### src/rtl/bitonic_pkg.sv
// ============================================================================
// Module      : bitonic_pkg
// Description : Shared constants, layer table and state encoding for the
//               sequential 8-entry bitonic sorter.
// Revision    : 1.0 - initial release
// ============================================================================
`default_nettype none

package bitonic_pkg;

    localparam int N_ENTRIES = 8;
    localparam int N_LAYERS  = 6;
    localparam int PTR_W     = 3;

    typedef enum logic [1:0] {
        ST_LOAD = 2'd0,
        ST_SORT = 2'd1,
        ST_OUT  = 2'd2
    } state_t;

    // Per-layer (k, j): k selects the direction block size, j the partner distance.
    localparam logic [3:0] C_LAYER_K [N_LAYERS] = '{4'd2, 4'd4, 4'd4, 4'd8, 4'd8, 4'd8};
    localparam logic [2:0] C_LAYER_J [N_LAYERS] = '{3'd1, 3'd2, 3'd1, 3'd4, 3'd2, 3'd1};

    // q-th index with bit j clear: insert a zero at the bit position of j.
    function automatic logic [2:0] pair_lo(input logic [1:0] q, input logic [2:0] j);
        case (j)
            3'd1:    pair_lo = {q, 1'b0};
            3'd2:    pair_lo = {q[1], 1'b0, q[0]};
            default: pair_lo = {1'b0, q};
        endcase
    endfunction

endpackage

`default_nettype wire

### src/rtl/bitonic_cas.sv
// ============================================================================
// Module      : bitonic_cas
// Description : Unsigned compare-and-swap; equal values pass through unswapped.
// Revision    : 1.0 - initial release
// ============================================================================
`default_nettype none

module bitonic_cas #(
    parameter int DATA_W = 8
) (
    input  logic [DATA_W-1:0] a,
    input  logic [DATA_W-1:0] b,
    input  logic              desc,
    output logic [DATA_W-1:0] out_i,
    output logic [DATA_W-1:0] out_p
);

    logic w_swap;

    assign w_swap = desc ? (a < b) : (a > b);
    assign out_i  = w_swap ? b : a;
    assign out_p  = w_swap ? a : b;

endmodule

`default_nettype wire

### src/rtl/bitonic_sort_ctrl.sv
// ============================================================================
// Module      : bitonic_sort_ctrl
// Description : Serial-in/serial-out 8-entry bitonic sorter reusing one layer
//               of four compare-and-swap units over six clocked layers.
//               Define BITONIC_SORT_DESCEND_EN for largest-first output.
// Revision    : 1.0 - initial release
// ============================================================================
`default_nettype none

module bitonic_sort_ctrl
    import bitonic_pkg::*;
#(
    parameter int DATA_W = 8
) (
    input  logic              clk,
    input  logic              rst_n,
    input  logic              in_valid,
    input  logic [DATA_W-1:0] in_data,
    output logic              in_ready,
    output logic              out_valid,
    output logic [DATA_W-1:0] out_data,
    input  logic              out_ready,
    output logic              out_last,
    output logic              busy
);

    state_t            r_state;
    state_t            w_state_next;
    logic [DATA_W-1:0] r_entry [N_ENTRIES];
    logic [DATA_W-1:0] w_sorted [N_ENTRIES];
    logic [PTR_W-1:0]  r_ptr;
    logic [2:0]        r_layer;

    logic              w_in_fire;
    logic              w_out_fire;
    logic              w_last_layer;
    logic [3:0]        w_k;
    logic [2:0]        w_j;

    logic [2:0]        w_lo_idx [4];
    logic [2:0]        w_hi_idx [4];
    logic [DATA_W-1:0] w_cas_i  [4];
    logic [DATA_W-1:0] w_cas_p  [4];

    assign w_in_fire    = in_valid & in_ready;
    assign w_out_fire   = out_valid & out_ready;
    assign w_last_layer = (r_layer == 3'(N_LAYERS - 1));
    assign w_k          = C_LAYER_K[r_layer];
    assign w_j          = C_LAYER_J[r_layer];

    genvar q;
    generate
        for (q = 0; q < 4; q++) begin : g_cas
            logic w_desc;

            assign w_lo_idx[q] = pair_lo(2'(q), w_j);
            assign w_hi_idx[q] = w_lo_idx[q] | w_j;
`ifdef BITONIC_SORT_DESCEND_EN
            assign w_desc = (({1'b0, w_lo_idx[q]} & w_k) == 4'd0);
`else
            assign w_desc = (({1'b0, w_lo_idx[q]} & w_k) != 4'd0);
`endif

            bitonic_cas #(.DATA_W(DATA_W)) u_cas (
                .a     (r_entry[w_lo_idx[q]]),
                .b     (r_entry[w_hi_idx[q]]),
                .desc  (w_desc),
                .out_i (w_cas_i[q]),
                .out_p (w_cas_p[q])
            );
        end
    endgenerate

    // Each layer touches every entry exactly once, so the pair writes never overlap.
    always_comb begin
        for (int e = 0; e < N_ENTRIES; e++) begin
            w_sorted[e] = r_entry[e];
        end
        for (int p = 0; p < 4; p++) begin
            w_sorted[w_lo_idx[p]] = w_cas_i[p];
            w_sorted[w_hi_idx[p]] = w_cas_p[p];
        end
    end

    always_ff @(posedge clk or negedge rst_n) begin
        if (!rst_n) begin
            r_state <= ST_LOAD;
        end else begin
            r_state <= w_state_next;
        end
    end

    always_comb begin
        w_state_next = r_state;
        case (r_state)
            ST_LOAD: if (w_in_fire && r_ptr == 3'd7)  w_state_next = ST_SORT;
            ST_SORT: if (w_last_layer)                 w_state_next = ST_OUT;
            ST_OUT:  if (w_out_fire && r_ptr == 3'd7)  w_state_next = ST_LOAD;
            default:                                   w_state_next = ST_LOAD;
        endcase
    end

    always_comb begin
        in_ready  = (r_state == ST_LOAD);
        out_valid = (r_state == ST_OUT);
        out_last  = (r_state == ST_OUT) && (r_ptr == 3'd7);
        busy      = (r_state == ST_SORT) || (r_state == ST_OUT);
        out_data  = (r_state == ST_OUT) ? r_entry[r_ptr] : '0;
    end

    always_ff @(posedge clk or negedge rst_n) begin
        if (!rst_n) begin
            r_ptr   <= '0;
            r_layer <= '0;
            for (int e = 0; e < N_ENTRIES; e++) begin
                r_entry[e] <= '0;
            end
        end else begin
            case (r_state)
                ST_LOAD: begin
                    if (w_in_fire) begin
                        r_entry[r_ptr] <= in_data;
                        r_ptr          <= (r_ptr == 3'd7) ? 3'd0 : r_ptr + 3'd1;
                        if (r_ptr == 3'd7) begin
                            r_layer <= '0;
                        end
                    end
                end
                ST_SORT: begin
                    for (int e = 0; e < N_ENTRIES; e++) begin
                        r_entry[e] <= w_sorted[e];
                    end
                    r_layer <= w_last_layer ? 3'd0 : r_layer + 3'd1;
                    if (w_last_layer) begin
                        r_ptr <= '0;
                    end
                end
                ST_OUT: begin
                    if (w_out_fire) begin
                        r_ptr <= (r_ptr == 3'd7) ? 3'd0 : r_ptr + 3'd1;
                    end
                end
                default: begin
                    r_ptr   <= '0;
                    r_layer <= '0;
                end
            endcase
        end
    end

endmodule

`default_nettype wire

### config.mk
export PLATFORM = sky130hd
export DESIGN_NAME = bitonic_sort_ctrl
export DESIGN_NICKNAME = d
export VERILOG_FILES = /design/src/rtl/bitonic_pkg.sv /design/src/rtl/bitonic_cas.sv /design/src/rtl/bitonic_sort_ctrl.sv
export SDC_FILE = /design/constraint.sdc
export NUM_CORES = 1
export LEC_CHECK = 0
export CORE_MARGIN = 2
export CORE_UTILIZATION = 50
export CTS_CLUSTER_SIZE = 10
export DETAILED_ROUTE_END_ITERATION = 16
export GPL_ROUTABILITY_DRIVEN = 0
export PLACE_DENSITY = 0.67
export REMOVE_ABC_BUFFERS = 1
export SETUP_SLACK_MARGIN = 0.2
export SYNTH_ARGS = -nofsm -noshare
export SYNTH_HDL_FRONTEND = slang
export SYNTH_HIERARCHICAL = 1
export SYNTH_SLANG_ARGS = --single-unit
### constraint.sdc
create_clock -name clk -period 10.7 [get_ports clk]
set_input_delay 1.605 -clock clk [delete_from_list [all_inputs] [get_ports clk]]
set_output_delay 1.605 -clock clk [all_outputs]
set_load 0.02 [all_outputs]
==> results of run 1 <==
cells in the mapped netlist, types with 29 or more instances:
library cell  instances  share of area
a22oi_1              39          0.032
ha_1                 42          0.057
nor2_1               64          0.026
mux2_2               53          0.065
mux2_4               40          0.066
a221o_1              29          0.032
clkbuf_1             58          0.024
mux2i_1              52          0.057
o21ai_0              79          0.043
nand2_1             175          0.072
a21oi_1              73          0.040
inv_1                55          0.023
nand3_1              35          0.019
dfrtp_1              72           0.20
routing by layer:
| metal | wire (um) | track usage |
|---|---|---|
| met1 | 13000 | 0.430 |
| met3 | 3220 | 0.0688 |
| met2 | 14100 | 0.508 |
| met4 | 1910 | 0.159 |
| met5 | 0 | 0 |
kinds of logic (layout without fill, tap and decap cells):
logic type | Yosys count | in the layout | synth area share
other | 1 | 3 | 0.000410
AND/OR/NAND/NOR | 360 | 360 | 0.180
flip-flops | 72 | 72 | 0.197
multiplexers | 158 | 158 | 0.220
buffers and inverters | 155 | 113 | 0.0785
XOR/XNOR | 1 | 1 | 0.00178
adder cells (fa/ha/maj) | 42 | 42 | 0.0574
AO/OA/AOI/OAI | 354 | 354 | 0.265
per-stage QoR:
step / setup slack (ps) / util / hold slack (ps) / cell area, um^2
global placement: 4780 / 0.520 / 543 / 9340
global route: 4150 / 0.537 / 596 / 9640
detailed placement: 4640 / 0.520 / 554 / 9340
floorplan: 3770 / - / 487 / 8650
finish: 4510 / 0.537 / 577 / 9640
CTS: 4620 / 0.537 / 569 / 9640
flip-flops by register name (all words and copies together), names as in the netlist:
register and flops:
r_ptr 3, r_entry 64, r_layer 3, r_state 2
layout make-up:
class                           instances  area [um^2]
Tap cell                              229          287
Clock inverter                          4         52.6
Fill cell                            1703         8320
Timing Repair Buffer                   42          370
Sequential cell                        72         1800
Multi-Input combinational cell        918         6670
Inverter                               55          206
Clock buffer                           12          246
worst max-delay path by stage:
stage                             end  slack [ps]
after global placement    r_entry[23]        4780
final                     r_entry[23]        4510
after CTS                 r_entry[23]        4620
after global routing      r_entry[41]        4150
after floorplan           r_entry[23]        3770
after detailed placement  r_entry[23]        4640
worst max-delay path, cell delays in order (launching register included):
cell and delay (ps):
dfrtp_2 340, buf_4 560, inv_1 140, ha_1 230, buf_4 270, nor3b_1 460
or3_1 810, mux2_2 440, ha_1 320, nand4_1 150, nand2b_1 180, a211oi_1 210
a211o_1 710, mux2_2 450, nand2_1 80, a21oi_1 70, a221o_1 310, a221o_1 310
==> summary.md, run 1 <==
| Metric | Value |
|---|---|
| Outcome | finished clean |
| Reg2reg path depth | 17 |
| First-pass DRT Iterations | 6 |
| Async set or reset register ratio after synthesis | 1.00 |
| I/O pin count | 24 |
| Antenna Cells | 0 |
| Crit Path Max Fanout | 61 |
| CTS tree | yes |
| Rel. slew slack | 0.112 |
| Global-route wire length before repair | 49,300 um |
| Req. time, crit path | 10,940 ps |
| Post-CTS setup buffers | 0 |
| Clk_skew | 13.4 ps |
| Most common cell after layout, fill and taps aside | nand2_1 |
| Register bit total from synthesis | 72 |
| Rows | 49 |
| Port buffer count | 23 |
| Clock Sink Count | 72 |
| Hold Path Origin | r_entry[8] |
| Hold Path Cell Cnt | 2 |
| Startpoint Class | flip-flop |
| # setup viols final | 0 |
| Tmin final | 6190 ps |
| Total CTS buffers | 9 |
| Worst flop-to-flop path endpoint | r_entry[23] |
| Htree depth | 3 |
| Hold Vio Cnt, Final | 0 |
| Critical path arrival | 6430 ps |
| Clock root buffer | clkbuf_16 |
| Vias in the first global route | 8,565 |
| Worst slew pin tran | 1330 ps |
| Initial antenna violation count | 0 |
| Cells after synthesis | 1,143 |
| R2r setup slk | 4510 ps |
| Most frequent cells in the layout | nand2_1 (175), o21ai_0 (79), a21oi_1 (73) |
| Post-route insts no fill | 1,332 |
| Hold Path End | r_entry[8] |
| Post-CTS sizing | 0 |
| Unrepaired setup endpoints after global routing | false |
| Antenna Violating Nets Remaining | 0 |
| Die ar. | 19,400 um^2 |
| Worst reg2reg startpoint | r_layer[2] |
| Die W | 139 um |
| Worst Hold Class | reg -> reg |
| Post-DP HPWL | 22,400 um |
| Vias after detailed routing | 9,338 |
| CTS clk-pin slew, worst paths | 60 ps |
| Core Footprint | 18,000 um^2 |
| Largest net degree at the start of global routing | 73 |
| Initial Utilization | 0.509 |
| GRT Total Usage | 0.326 |
| Max Clock Freq | 161 MHz |
| Critical path origin | r_layer[2] |
| Crit. End Element | flip-flop |
| Post-Place Cells | 1,316 |
| Area Overhead vs Synth | 5.33% |
| Hold buffers post-CTS | 0 |
| Vert. Die Dim | 139 um |
| Post-synth EDFFs | 0 |
| Drt via density | 7.01 |
| Clk buf depth | 2 |
| Fin crit share | 0.579 |
| DR DRC count | 0 |
| DR WL/cell | 24.2 um |
| Dominant synthesized flop cell | dfrtp_1 |
| Number of distinct library cells after synthesis | 62 |
| Nets@finish | 1,152 |
| Drt total wl | 32,200 um |
| Pins Over Slew Limit | 0 |
| Layout cell share with drive strength beyond 1 | 0.141 |
| Syn Area/Cell | 8.01 um^2 |
| Warnings, synthesis | 6 |
| Sequential area share after synthesis | 0.197 |
| # Max-Cap Violations | 0 |
| TNS Setup | 0 ps |
| Grt ovf | 0 |
| Initial DRC count | 1,207 |
| Worst skew pair latency | 360 ps |
| Mapped cell area | 9150 um^2 |
| Setup Crit Path Kind | reg -> reg |
Power of run 1 is left out: the tool's default activity adds up to more than one toggle a clock period on the data nets, which glitch-free logic cannot reach.
==> inputs of run 2 (changes only) <==
- clock period: 10.7 -> 6.45 ns (I/O delays scaled with it)
==> run 2 against run 1 <==
Compared with the run above:
- clock-buffer cell count down 2
- cell count up 0.45%
- via count grew 0.39%
- highest routed layer unchanged
- cell area grew 0.64%
- register-to-register slack got worse by 3600 ps
- utilization increased by 0.34 points
- hold slack worse by 20 ps
- global-route usage grew 0.31 points
- non-clock buffer count up 6
- clock skew shrank 6.1 ps
- fmax grew 12%
- die area unchanged
==> summary.md, run 2 (synthesis gave the netlist of run 1 again) <==
| Metric | Value |
|---|---|
| Post-DP HPWL | 22,900 um (+2.2%) |
| Worst Hold Class | reg -> reg |
| Core Footprint | 18,000 um^2 (unchanged) |
| Vias after detailed routing | 9,374 (+0.39%) |
| Outcome | finished clean |
| Fin crit share | 0.855 (+0.276) |
| Most common cell after layout, fill and taps aside | nand2_1 |
| Hold buffers post-CTS | 0 (unchanged) |
| Global-route wire length before repair | 50,200 um (+1.7%) |
| Pins Over Slew Limit | 0 (unchanged) |
| Worst Hold Slack | 556 ps (-20.2 ps) |
| Unrepaired setup endpoints after global routing | false |
| Largest net degree at the start of global routing | 73 (unchanged) |
| Clock Sink Count | 72 (unchanged) |
| Worst path max stage delay | 800 ps (about the same) |
| TNS Setup | 0 ps (unchanged) |
| Setup Crit Path Kind | reg -> reg |
| Clk_skew | 7.26 ps (-6.09 ps) |
| Cells along the critical path | ha_1 -> ha_1 -> nor3b_1 -> or3_1 -> mux2_2 -> ha_1 -> nand4_1 -> nand2b_1 -> a211oi_1 -> a211o_1 -> mux2_2 -> nand2_1 -> a21oi_1 -> a221o_1 -> a221o_1 |
| Worst skew pair latency | 360 ps (about the same) |
| Htree depth | 3 (unchanged) |
| Antenna Violating Nets Remaining | 0 (unchanged) |
| Total CTS buffers | 9 (unchanged) |
| Clk buf depth | 2 (unchanged) |
| GRT Total Usage | 0.329 (+0.00309) |
| Port buffer count | 23 (unchanged) |
| Die ar. | 19,400 um^2 (unchanged) |
| Drt via density | 7.01 (about the same) |
| Hold Vio Cnt, Final | 0 (unchanged) |
| Post-CTS setup buffers | 0 (unchanged) |
| DR DRC count | 0 (unchanged) |
| CTS clk-pin slew, worst paths | 70 ps (about the same) |
| Fill count | 1,712 (+0.53%) |
| Post-CTS sizing | 0 (unchanged) |
| Most used cell, CP | ha_1 |
| Initial antenna violation count | 0 (unchanged) |
| CTS tree | yes |
| Worst flop-to-flop path endpoint | r_entry[23] |
| Clock root buffer | clkbuf_16 |
| Post-route insts no fill | 1,338 (+0.45%) |
| Area Overhead vs Synth | 6.00% |
| First-pass DRT Iterations | 6 (unchanged) |
| Post-Place Cells | 1,322 (+0.46%) |
| Startpoint Class | flip-flop |
| Largest register FFs | 64 (unchanged) |
| Hold Path Cell Cnt | 2 (unchanged) |
| Critical path origin | r_layer[0] |
| Layout cell share with drive strength beyond 1 | 0.147 (+0.00555) |
| Grt ovf | 0 (unchanged) |
| Vias in the first global route | 8,577 (+0.14%) |
| Max Clock Freq | 181 MHz (+12%) |
| DR WL/cell | 24.3 um (+0.57%) |
| Antenna Cells | 0 (unchanged) |
| Tmin final | 5520 ps (-677 ps) |
| R2r setup slk | 930 ps (-3570 ps) |
| # setup viols final | 0 (unchanged) |
| Initial Utilization | 0.509 (unchanged) |
| Biggest regs | r_entry (64), r_layer (3), r_ptr (3) |
| Critical-path top delay cell | or3_1 |
| Initial DRC count | 1,376 (+14%) |
| Rel. slew slack | 0.145 (+0.0332) |
| # Max-Cap Violations | 0 (unchanged) |
| I/O pin count | 24 (unchanged) |
| Drt total wl | 32,500 um (+1.0%) |
| Reg2reg path depth | 15 (-2) |
| Req. time, crit path | 6690 ps (-4250 ps) |
| Rows | 49 (unchanged) |
| Vert. Die Dim | 139 um (unchanged) |
| Crit. End Element | flip-flop |
| Die W | 139 um (unchanged) |
| Nets@finish | 1,158 (+0.52%) |
| Worst reg2reg startpoint | r_layer[0] |
| Worst slew pin tran | 1280 ps (-46.8 ps) |
| Largest Register | r_entry |
| Critical path arrival | 5750 ps (-680 ps) |
| Crit Path Max Fanout | 18 (-70%) |
| Most frequent cells in the layout | nand2_1 (175), o21ai_0 (79), a21oi_1 (73) |
| CP Capture Point | r_entry[23] |
## run 2: changes by cell type in the layout (fill, tap and decap cells not counted)
cell        change
clkbuf_8        -1
bufinv_16       +1
nor3_4          -1
buf_4           +6
clkbuf_1        -1
clkinv_2        -1
nor3_2          +1
clkinvlp_4      +2
## run 2: worst max-delay path: cells and delay by family (launching register included)
kind	cells	cell delay [ps]
simple gates	5	1620
compound gates	5	1590
mux	2	900
fa+ha+maj	3	870
flops	1	410
## run 2: worst min-delay path by stage
stage	start	to	slack, ps
5_1_grt	r_entry[27]	r_entry[27]	600
3_5_place_dp	r_entry[8]	r_entry[8]	560
2_1_floorplan	r_entry[9]	r_entry[9]	490
4_1_cts	r_entry[8]	r_entry[8]	560
3_3_place_gp	r_entry[8]	r_entry[8]	540
6_report	r_entry[8]	r_entry[8]	560
## run 2: final cells by class
| type | count | area, um^2 | share of cell area |
|---|---|---|---|
| clock buffers | 10 | 229 | 0.0236 |
| well taps | 229 | 287 | 0.0295 |
| inverters | 55 | 206 | 0.0213 |
| multi-input cells | 918 | 6670 | 0.687 |
| flip-flops and latches | 72 | 1800 | 0.186 |
| clock inverters | 6 | 92.6 | 0.00954 |
| repair buffers | 48 | 415 | 0.0428 |
## run 2: through the flow
stage               setup slack [ps]   util  instance area (um^2)
global placement                1230  0.522                  9380
floorplan                       -481      -                  8650
finish                           935  0.540                  9700
detailed placement              1070  0.522                  9380
global route                     620  0.540                  9700
CTS                             1050  0.540                  9700
## run 2: routing by layer
metal	vias up	routed length, um	global-route usage
li1	4157	-	-
met1	4418	13400	0.458
met2	636	13700	0.488
met3	163	3080	0.0516
met4	0	2330	0.180
met5	-	0	0
Power of run 2 is left out for the same reason.
